**config.mk**
```make
export PLATFORM = sky130hd
export DESIGN_NAME = add_arbiter_ctrl_flat
export DESIGN_NICKNAME = d
export VERILOG_FILES = /design/src/rtl/add_arbiter_ctrl_if.sv /design/src/rtl/add_arbiter_ctrl.sv /design/src/flat_wrapper.sv
export SDC_FILE = /design/constraint.sdc
export NUM_CORES = 1
export LEC_CHECK = 0
export CORE_AREA = 2 2 59 61
export CTS_CLUSTER_DIAMETER = 50
export CTS_CLUSTER_SIZE = 10
export DETAILED_ROUTE_END_ITERATION = 10
export DIE_AREA = 0 0 61 63
export DONT_BUFFER_PORTS = 1
export PLACE_DENSITY = 0.66
export SYNTH_ARGS = -nofsm -noshare
export SYNTH_HDL_FRONTEND = slang
export SYNTH_SLANG_ARGS = --single-unit
```
**constraint.sdc**
```tcl
create_clock -name clk -period 1.45 [get_ports clk]
set_input_delay 0.145 -clock clk [delete_from_list [all_inputs] [get_ports clk]]
set_output_delay 0.145 -clock clk [all_outputs]
set_load 0.005 [all_outputs]
```
**src/rtl/add_arbiter_ctrl_if.sv**
```systemverilog
// Bus between the shared-adder controller, its two requesters, the external
// ripple-carry adder and the result consumer.
interface add_arbiter_ctrl_if #(
    parameter int unsigned N = 8
);
    logic         req0;
    logic         req1;
    logic [N-1:0] a0;
    logic [N-1:0] b0;
    logic         cin0;
    logic [N-1:0] a1;
    logic [N-1:0] b1;
    logic         cin1;
    logic         gnt0;
    logic         gnt1;
    logic [N-1:0] add_a;
    logic [N-1:0] add_b;
    logic         add_cin;
    logic [N-1:0] add_sum;
    logic         add_cout;
    logic         res_valid;
    logic         res_ready;
    logic         res_id;
    logic [N-1:0] res_sum;
    logic         res_cout;

    modport master (
        output req0, req1, a0, b0, cin0, a1, b1, cin1,
        output add_sum, add_cout, res_ready,
        input  gnt0, gnt1, add_a, add_b, add_cin,
        input  res_valid, res_id, res_sum, res_cout
    );

    modport slave (
        input  req0, req1, a0, b0, cin0, a1, b1, cin1,
        input  add_sum, add_cout, res_ready,
        output gnt0, gnt1, add_a, add_b, add_cin,
        output res_valid, res_id, res_sum, res_cout
    );
endinterface

```
**src/rtl/add_arbiter_ctrl.sv**
```systemverilog
// Round-robin sharing of one external combinational adder between two
// requesters; operands are held for SETTLE_CYC cycles before the sum is captured.
module add_arbiter_ctrl #(
    parameter int unsigned N          = 8,
    parameter int unsigned SETTLE_CYC = 2
) (
    input  logic              clk,
    input  logic              rst_n,
    add_arbiter_ctrl_if.slave bus
);
    typedef enum logic [1:0] {
        IDLE   = 2'd0,
        SETTLE = 2'd1,
        RESP   = 2'd2
    } state_t;

    localparam logic [3:0] CNT_LOAD = 4'(SETTLE_CYC - 1);

    state_t       state_q;
    logic [N-1:0] opa_q;
    logic [N-1:0] opb_q;
    logic         opc_q;
    logic         id_q;
    logic         last_q;
    logic [3:0]   cnt_q;
    logic [N-1:0] sum_q;
    logic         cout_q;
    logic         valid_q;

    logic         sel1_d;
    logic         gnt_any_d;

    // Requester 1 wins alone, or on a tie when requester 0 was granted last.
    // Grants are gated by rst_n so they stay low while reset is held.
    always_comb begin
        sel1_d    = bus.req1 & (~bus.req0 | ~last_q);
        gnt_any_d = rst_n & (state_q == IDLE) & (bus.req0 | bus.req1);
    end

    assign bus.gnt0      = gnt_any_d & ~sel1_d;
    assign bus.gnt1      = gnt_any_d & sel1_d;
    assign bus.add_a     = opa_q;
    assign bus.add_b     = opb_q;
    assign bus.add_cin   = opc_q;
    assign bus.res_valid = valid_q;
    assign bus.res_id    = id_q;
    assign bus.res_sum   = sum_q;
    assign bus.res_cout  = cout_q;

    always_ff @(posedge clk or negedge rst_n) begin
        if (!rst_n) begin
            state_q <= IDLE;
            opa_q   <= '0;
            opb_q   <= '0;
            opc_q   <= 1'b0;
            id_q    <= 1'b0;
            last_q  <= 1'b1;
            cnt_q   <= '0;
            sum_q   <= '0;
            cout_q  <= 1'b0;
            valid_q <= 1'b0;
        end else begin
            case (state_q)
                IDLE: begin
                    if (gnt_any_d) begin
                        opa_q   <= sel1_d ? bus.a1   : bus.a0;
                        opb_q   <= sel1_d ? bus.b1   : bus.b0;
                        opc_q   <= sel1_d ? bus.cin1 : bus.cin0;
                        id_q    <= sel1_d;
                        last_q  <= sel1_d;
                        cnt_q   <= CNT_LOAD;
                        state_q <= SETTLE;
                    end
                end
                SETTLE: begin
                    if (cnt_q == '0) begin
                        sum_q   <= bus.add_sum;
                        cout_q  <= bus.add_cout;
                        valid_q <= 1'b1;
                        state_q <= RESP;
                    end else begin
                        cnt_q <= cnt_q - 4'd1;
                    end
                end
                RESP: begin
                    if (bus.res_ready) begin
                        valid_q <= 1'b0;
                        state_q <= IDLE;
                    end
                end
                default: state_q <= IDLE;
            endcase
        end
    end
endmodule

```
**src/flat_wrapper.sv**
```systemverilog
// flat-port wrapper written by rule: the top's interface ports become plain ports
module add_arbiter_ctrl_flat 
#(
    parameter int unsigned N          = 8,
    parameter int unsigned SETTLE_CYC = 2
)
  (clk, rst_n, bus_req0, bus_req1, bus_a0, bus_b0, bus_cin0, bus_a1, bus_b1, bus_cin1, bus_add_sum, bus_add_cout, bus_res_ready, bus_gnt0, bus_gnt1, bus_add_a, bus_add_b, bus_add_cin, bus_res_valid, bus_res_id, bus_res_sum, bus_res_cout);
  add_arbiter_ctrl_if #(.N(N)) bus_i ();
  input  logic clk;
  input  logic rst_n;
  input wire logic [$bits(bus_i.req0)-1:0] bus_req0;
  input wire logic [$bits(bus_i.req1)-1:0] bus_req1;
  input wire logic [$bits(bus_i.a0)-1:0] bus_a0;
  input wire logic [$bits(bus_i.b0)-1:0] bus_b0;
  input wire logic [$bits(bus_i.cin0)-1:0] bus_cin0;
  input wire logic [$bits(bus_i.a1)-1:0] bus_a1;
  input wire logic [$bits(bus_i.b1)-1:0] bus_b1;
  input wire logic [$bits(bus_i.cin1)-1:0] bus_cin1;
  input wire logic [$bits(bus_i.add_sum)-1:0] bus_add_sum;
  input wire logic [$bits(bus_i.add_cout)-1:0] bus_add_cout;
  input wire logic [$bits(bus_i.res_ready)-1:0] bus_res_ready;
  output wire logic [$bits(bus_i.gnt0)-1:0] bus_gnt0;
  output wire logic [$bits(bus_i.gnt1)-1:0] bus_gnt1;
  output wire logic [$bits(bus_i.add_a)-1:0] bus_add_a;
  output wire logic [$bits(bus_i.add_b)-1:0] bus_add_b;
  output wire logic [$bits(bus_i.add_cin)-1:0] bus_add_cin;
  output wire logic [$bits(bus_i.res_valid)-1:0] bus_res_valid;
  output wire logic [$bits(bus_i.res_id)-1:0] bus_res_id;
  output wire logic [$bits(bus_i.res_sum)-1:0] bus_res_sum;
  output wire logic [$bits(bus_i.res_cout)-1:0] bus_res_cout;
  assign bus_i.req0 = bus_req0;
  assign bus_i.req1 = bus_req1;
  assign bus_i.a0 = bus_a0;
  assign bus_i.b0 = bus_b0;
  assign bus_i.cin0 = bus_cin0;
  assign bus_i.a1 = bus_a1;
  assign bus_i.b1 = bus_b1;
  assign bus_i.cin1 = bus_cin1;
  assign bus_i.add_sum = bus_add_sum;
  assign bus_i.add_cout = bus_add_cout;
  assign bus_i.res_ready = bus_res_ready;
  assign bus_gnt0 = bus_i.gnt0;
  assign bus_gnt1 = bus_i.gnt1;
  assign bus_add_a = bus_i.add_a;
  assign bus_add_b = bus_i.add_b;
  assign bus_add_cin = bus_i.add_cin;
  assign bus_res_valid = bus_i.res_valid;
  assign bus_res_id = bus_i.res_id;
  assign bus_res_sum = bus_i.res_sum;
  assign bus_res_cout = bus_i.res_cout;
  add_arbiter_ctrl #(.N(N), .SETTLE_CYC(SETTLE_CYC)) u_core (.clk(clk), .rst_n(rst_n), .bus(bus_i));
endmodule
```
; ---- After elaboration in Yosys (flattened, before gate mapping)
; Index checks and enable logic that the tools add are counted.
[totals]
ff_bits = 35
input_bits = 48
output_inout_bits = 30
wordCells = 49
[op_classes]
add_sub_neg = 1
n_eq_ne = 6
n_mux = 13
bitwise = 10
n_reduce_logical = 9
[op_table]
columns = cell, count
row1 = 8-bit two-way mux, 2
row2 = 3-bit AND reduction, 3
row3 = 4-bit two-way mux, 2
row4 = 4-bit case mux with 2 select lines, 1
row5 = 2-bit two-way mux, 3
row6 = 2-bit case mux with 3 select lines, 1
row7 = 1-bit bitwise AND, 5
row8 = 4-bit zero test, 1
row9 = "2-bit by 1-bit inequality test with 1-bit output, second input constant", 2
row10 = "2-bit inequality test, second input constant", 2
row11 = 2-bit AND reduction, 2
row12 = 2-bit nonzero test, 2
row13 = "4-bit by 1-bit subtractor with 4-bit output, second input constant", 1
row14 = 1-bit two-way mux, 3
row15 = 1-bit inverter, 3
row16 = "2-bit by 1-bit == test with 1-bit output, second input constant", 1
row17 = "2-bit == test, second input constant", 1
row18 = 2-bit zero test, 1
row19 = 1-bit OR, 2
row20 = 1-bit case mux with 2 select lines, 1

; ---- Longest topological paths before layout
[depth]
ltp_word = 5
depth_mapped = 5
depth_no_buf = 5

; ---- Least setup slack after synthesis
; No wires, ideal clock.
[synth_path]
path_kind = register -> register
start = reg u_core.cnt_q[0]
end = reg u_core.cout_q (netlist: u_core.bus.res_cout)
setup_time_ns = 0.125
arrival_ns = 1.476
required_time_ns = 1.325
setup_slack_ns = -0.150
stages_incl_launch_ff = 6
path_buffers = 0
period_less_slack_ns = 1.600
cell_sequence = dfrtp_1 inv_1 ha_1 nor3b_1 nand2_2 mux2_2
[synth_between]
elab_chain_cells = 2
[synth_rtl]
columns = element, line
row1 = from (decl), add_arbiter_ctrl.sv:25  ; logic [3:0] cnt_q;
row2 = from (signal assigned), add_arbiter_ctrl.sv:82  ; cnt_q <= cnt_q - 4'd1;
row3 = 4-bit zero test, add_arbiter_ctrl.sv:76  ; if (cnt_q == '0) begin
row4 = 2-bit AND reduction (no source line), --
row5 = to (signal assigned), add_arbiter_ctrl.sv:78  ; cout_q <= bus.add_cout;
row6 = to (decl), add_arbiter_ctrl.sv:27  ; logic cout_q;
; No other way between the ends.
; A chain may end at the register's enable or synchronous reset.

; ---- Worst setup path after layout
[layout_path]
start = reg u_core.state_q[1]
end = out bus_gnt1
[layout_between]
elab_chain_cells = 4
[layout_rtl]
columns = element, line
row1 = from (decl), add_arbiter_ctrl.sv:19  ; state_t state_q;
row2 = from (signal assigned), add_arbiter_ctrl.sv:52  ; state_q <= IDLE;
row3 = from (signal assigned), add_arbiter_ctrl.sv:72  ; state_q <= SETTLE;
row4 = from (signal assigned), add_arbiter_ctrl.sv:80  ; state_q <= RESP;
row5 = 2-bit zero test, add_arbiter_ctrl.sv:37  ; gnt_any_d = rst_n & (state_q == IDLE) & (bus.req0 | bus.req1);
row6 = 1-bit bitwise AND (2 in a row), add_arbiter_ctrl.sv:37
row7 = 1-bit bitwise AND, add_arbiter_ctrl.sv:41  ; assign bus.gnt1 = gnt_any_d & sel1_d;
row8 = to (decl), flat_wrapper.sv:23  ; output wire logic [$bits(bus_i.gnt1)-1:0] bus_gnt1;
; No other way between the ends.

==> metrics.md <==
| Metric | Value |
|---|---|
| Vias | 1361 |
| Most frequent cells in the layout | dlygate4sd3_1 (44), dfrtp_1 (34), a221o_1 (17), a21boi_0 (16), buf_4 (16) |
| Antenna-violating nets left | 0 |
| Syn Std Cell Area | 0.00157 sq mm |
| Global-route wire length before repair | 6.80 mm |
| Post-synth EDFFs | 0 |
| RSZ-0062 raised after global routing | yes |
| Worst-Margin Slew | 0.390 ns |
| Ys flop type | dfrtp_1 |
| DRT Pass-1 Iters | 4 |
| Cell Int Power | 2.84 mW |
| Switch share | 35.1% |
| Initial antenna violation count | 0 |
| Cell Rows | 21 |
| Max Slew Vio Count | 0 |
| TritonCTS buffer count | 5 |
| Logic pwr share | 43.4% |
| Core ar. | 0.00323 sq mm |
| Failing checks | hold timing, setup timing |
| Pin count of the biggest net entering global routing | 37 |
| Crit Path Max Fanout | 8 |
| Run status | complete, but fails checks |
| Final Power | 4.37 mW |
| WP depth | 3 |
| GPL Wtd Cong | 0.695 |
| Async SR Flop Fraction | 100% |
| WP data arrival | 1.45 ns |
| Die width | 61 microns |
| Port Buffers | 0 |
| Final worst-path cycle share | 110% |
| CTS Buffer Depth | 2 |
| Crit Path Category | reg2out |
| H-tree lvl count | 2 |
| R2r endpoint | u_core.bus.add_a[7]$_DFFE_PN0P_ |
| Setup slack after layout | -0.145 ns |
| Worst path cell trace | nor3b_4 > and3_4 > buf_6 |
| Iteration-0 DRC Markers | 63 |
| CP Buf/Inv Count | 1 |
| Sequential group share of total power | 42.7% |
| Nature of the critical path endpoint | output pin |
| HPWL after DPL | 2.40 mm |
| Worst slew margin | 74.0% |
| TritonCTS clock tree | built |
| Layout Cells excl Fill | 236 |
| Critical Path RT | 1.31 ns |
| Setup Viol. Count Final | 18 |
| Fmax achieved | 627 MHz |
| Height of the chip | 63 microns |
| Pre-CTS setup slack | -0.0880 ns |
| Yosys warning count | 0 |
| Leakage | 1.03 nW |
| Mapped Cells | 124 |
| Register area share after synthesis | 56.0% |
| Clock Sinks | 35 |
| Drt wl/cell | 19.1 microns |
| RR Startpoint | u_core.last_q$_DFFE_PN1P_ |
| DP Area | 0.00170 sq mm |
| Routed WL | 4.51 mm |
| GR Util All Layers | 24.1% |
| Switch Pwr | 1.53 mW |
| Clk network pwr share | 13.8% |
| Max Clock Skew | 0.00971 ns |
| Max-cap check violation count | 0 |
| Synth Net Count | 173 |
| Post-layout instance area | 0.00233 sq mm |
| Final net count | 238 |
| FF-to-FF path depth | 6 |
| Synth-to-Final Area Change | 48.8% |
| Starting Density | 48.4% |
| # diodes | 0 |
| Top delay family on crit path | simple AND/OR/NAND/NOR gates |
| Reg2reg setup slack | -0.14 ns |
| Slowest stage delay, CP | 0.42 ns |
| Peak supply drop | 0.00117 V |
| Post-synthesis average cell area | 12.6 sq um |
| Startpoint class of the critical path | flop |
| Yosys reg bits | 35 |
| I/O pin count | 78 |
| Setup TNS | -1.51 ns |
| Commonest non-fill, non-tap cell in the layout | dlygate4sd3_1 |
| Worst Hold Margin | -0.512 ns |
| Vias in the first global route | 1438 |
| Worst min-delay path category | in2async |
| PwrDens | 1880 mW/mm^2 |
| Die ar. | 0.00384 sq mm |
| Later-pin clock latency in the skew report | 0.34 ns |
| Layout cell share with drive strength beyond 1 | 27.4% |
| CP max-delay cell | dfrtp_1 |
| Vias per cell | 5.77 |
| Min Tclk post-route | 1.59 ns |
| Total gr overflow | 0 |
| # hold bufs at CTS | 44 |
| Fin. Hold Viols | 35 |
| Post-synth cell types | 34 |
| Final core utilization | 72.0% |
| Placed insts | 176 |
| Root Buffer Master | clkbuf_4 |
| Residual DRC count | 0 |
| Clk slew on worst S/H paths | 0.10 ns |
-- Yosys cell counts, types with 3 or more instances --
cell type  instances  area, sq um
a21boi_0          18          135
a21oi_1            3         15.0
a221o_1           17          170
buf_2              4         20.0
dfrtp_1           34          851
inv_1              4         15.0
mux2_2             9          101
nand2b_1           3         18.8
nor3_1             3         15.0
-- cells by family after synthesis --
logic type	count (synthesis)	share of synthesized area (%)
AOI/OAI and AO/OA	47	24.9
muxes	9	6.47
buffers and inverters	12	3.92
adders and majority gates	1	0.799
and+or+nand+nor	20	7.84
DFF	35	56.0
-- sequential cells by signal (all words and copies together) (netlist names), 2 cells and up --
register,flops
u_core.bus.add_b,8
u_core.cnt_q,4
u_core.state_q,2
u_core.bus.res_sum,8
u_core.bus.add_a,8
-- final cells by class --
type / instances / area, sq um
Fill cell: 225 / 903
Sequential cell: 35 / 877
Multi-Input combinational cell: 78 / 699
Timing Repair Buffer: 65 / 611
Clock buffer: 8 / 68.8
Tap cell: 46 / 57.6
Inverter: 4 / 15.0
-- metal layers --
| layer | wire, microns | track usage (%) |
|---|---|---|
| met1 | 1740 | 28.4 |
| met2 | 2300 | 39.2 |
| met3 | 346 | 7.45 |
| met4 | 124 | 10.9 |
| met5 | 0 | 0 |
-- worst reg2reg max path, stage by stage (launching register included) --
cell,delay (ns)
dfstp_2,0.56
nand2_1,0.05
and3_4,0.18
buf_4,0.13
buf_6,0.11
buf_6,0.13
a221o_1,0.31
-- power by group through the flow --
| stage | Combinational, mW | Clock (mW) | Sequential [mW] |
|---|---|---|---|
| finish | 1.90 | 0.605 | 1.87 |
| global route | 2.06 | 0.667 | 1.92 |
| CTS | 1.74 | 0.619 | 1.85 |
| detailed placement | 1.47 | 0 | 1.85 |
| global placement | 1.40 | 0 | 1.83 |
| floorplan | 1.08 | 0 | 1.77 |
-- what timing repair did --
| item | 4_1_cts | 5_1_grt |
|---|---|---|
| gates resized for setup | 11 | 8 |
| hold endpoints to repair | 62 | 35 |
| setup endpoints to repair | 24 | 32 |
| cloned | 2 | 0 |
| pin swaps | 6 | 2 |
| buffers inserted | 5 | 3 |
-- worst max-delay path by stage --
stage,from,end
CTS,u_core.state_q[1]$_DFFE_PN0P_,bus_gnt1
finish,u_core.state_q[1]$_DFFE_PN0P_,bus_gnt1
global route,u_core.state_q[1]$_DFFE_PN0P_,bus_gnt1
global placement,u_core.cnt_q[0]$_DFFE_PN0P_,u_core.bus.res_sum[7]$_DFFE_PN0P_
floorplan,u_core.cnt_q[0]$_DFFE_PN0P_,u_core.bus.res_cout$_DFFE_PN0P_
detailed placement,u_core.cnt_q[0]$_DFFE_PN0P_,u_core.bus.res_sum[4]$_DFFE_PN0P_
Power figures use the tool's default switching activity.
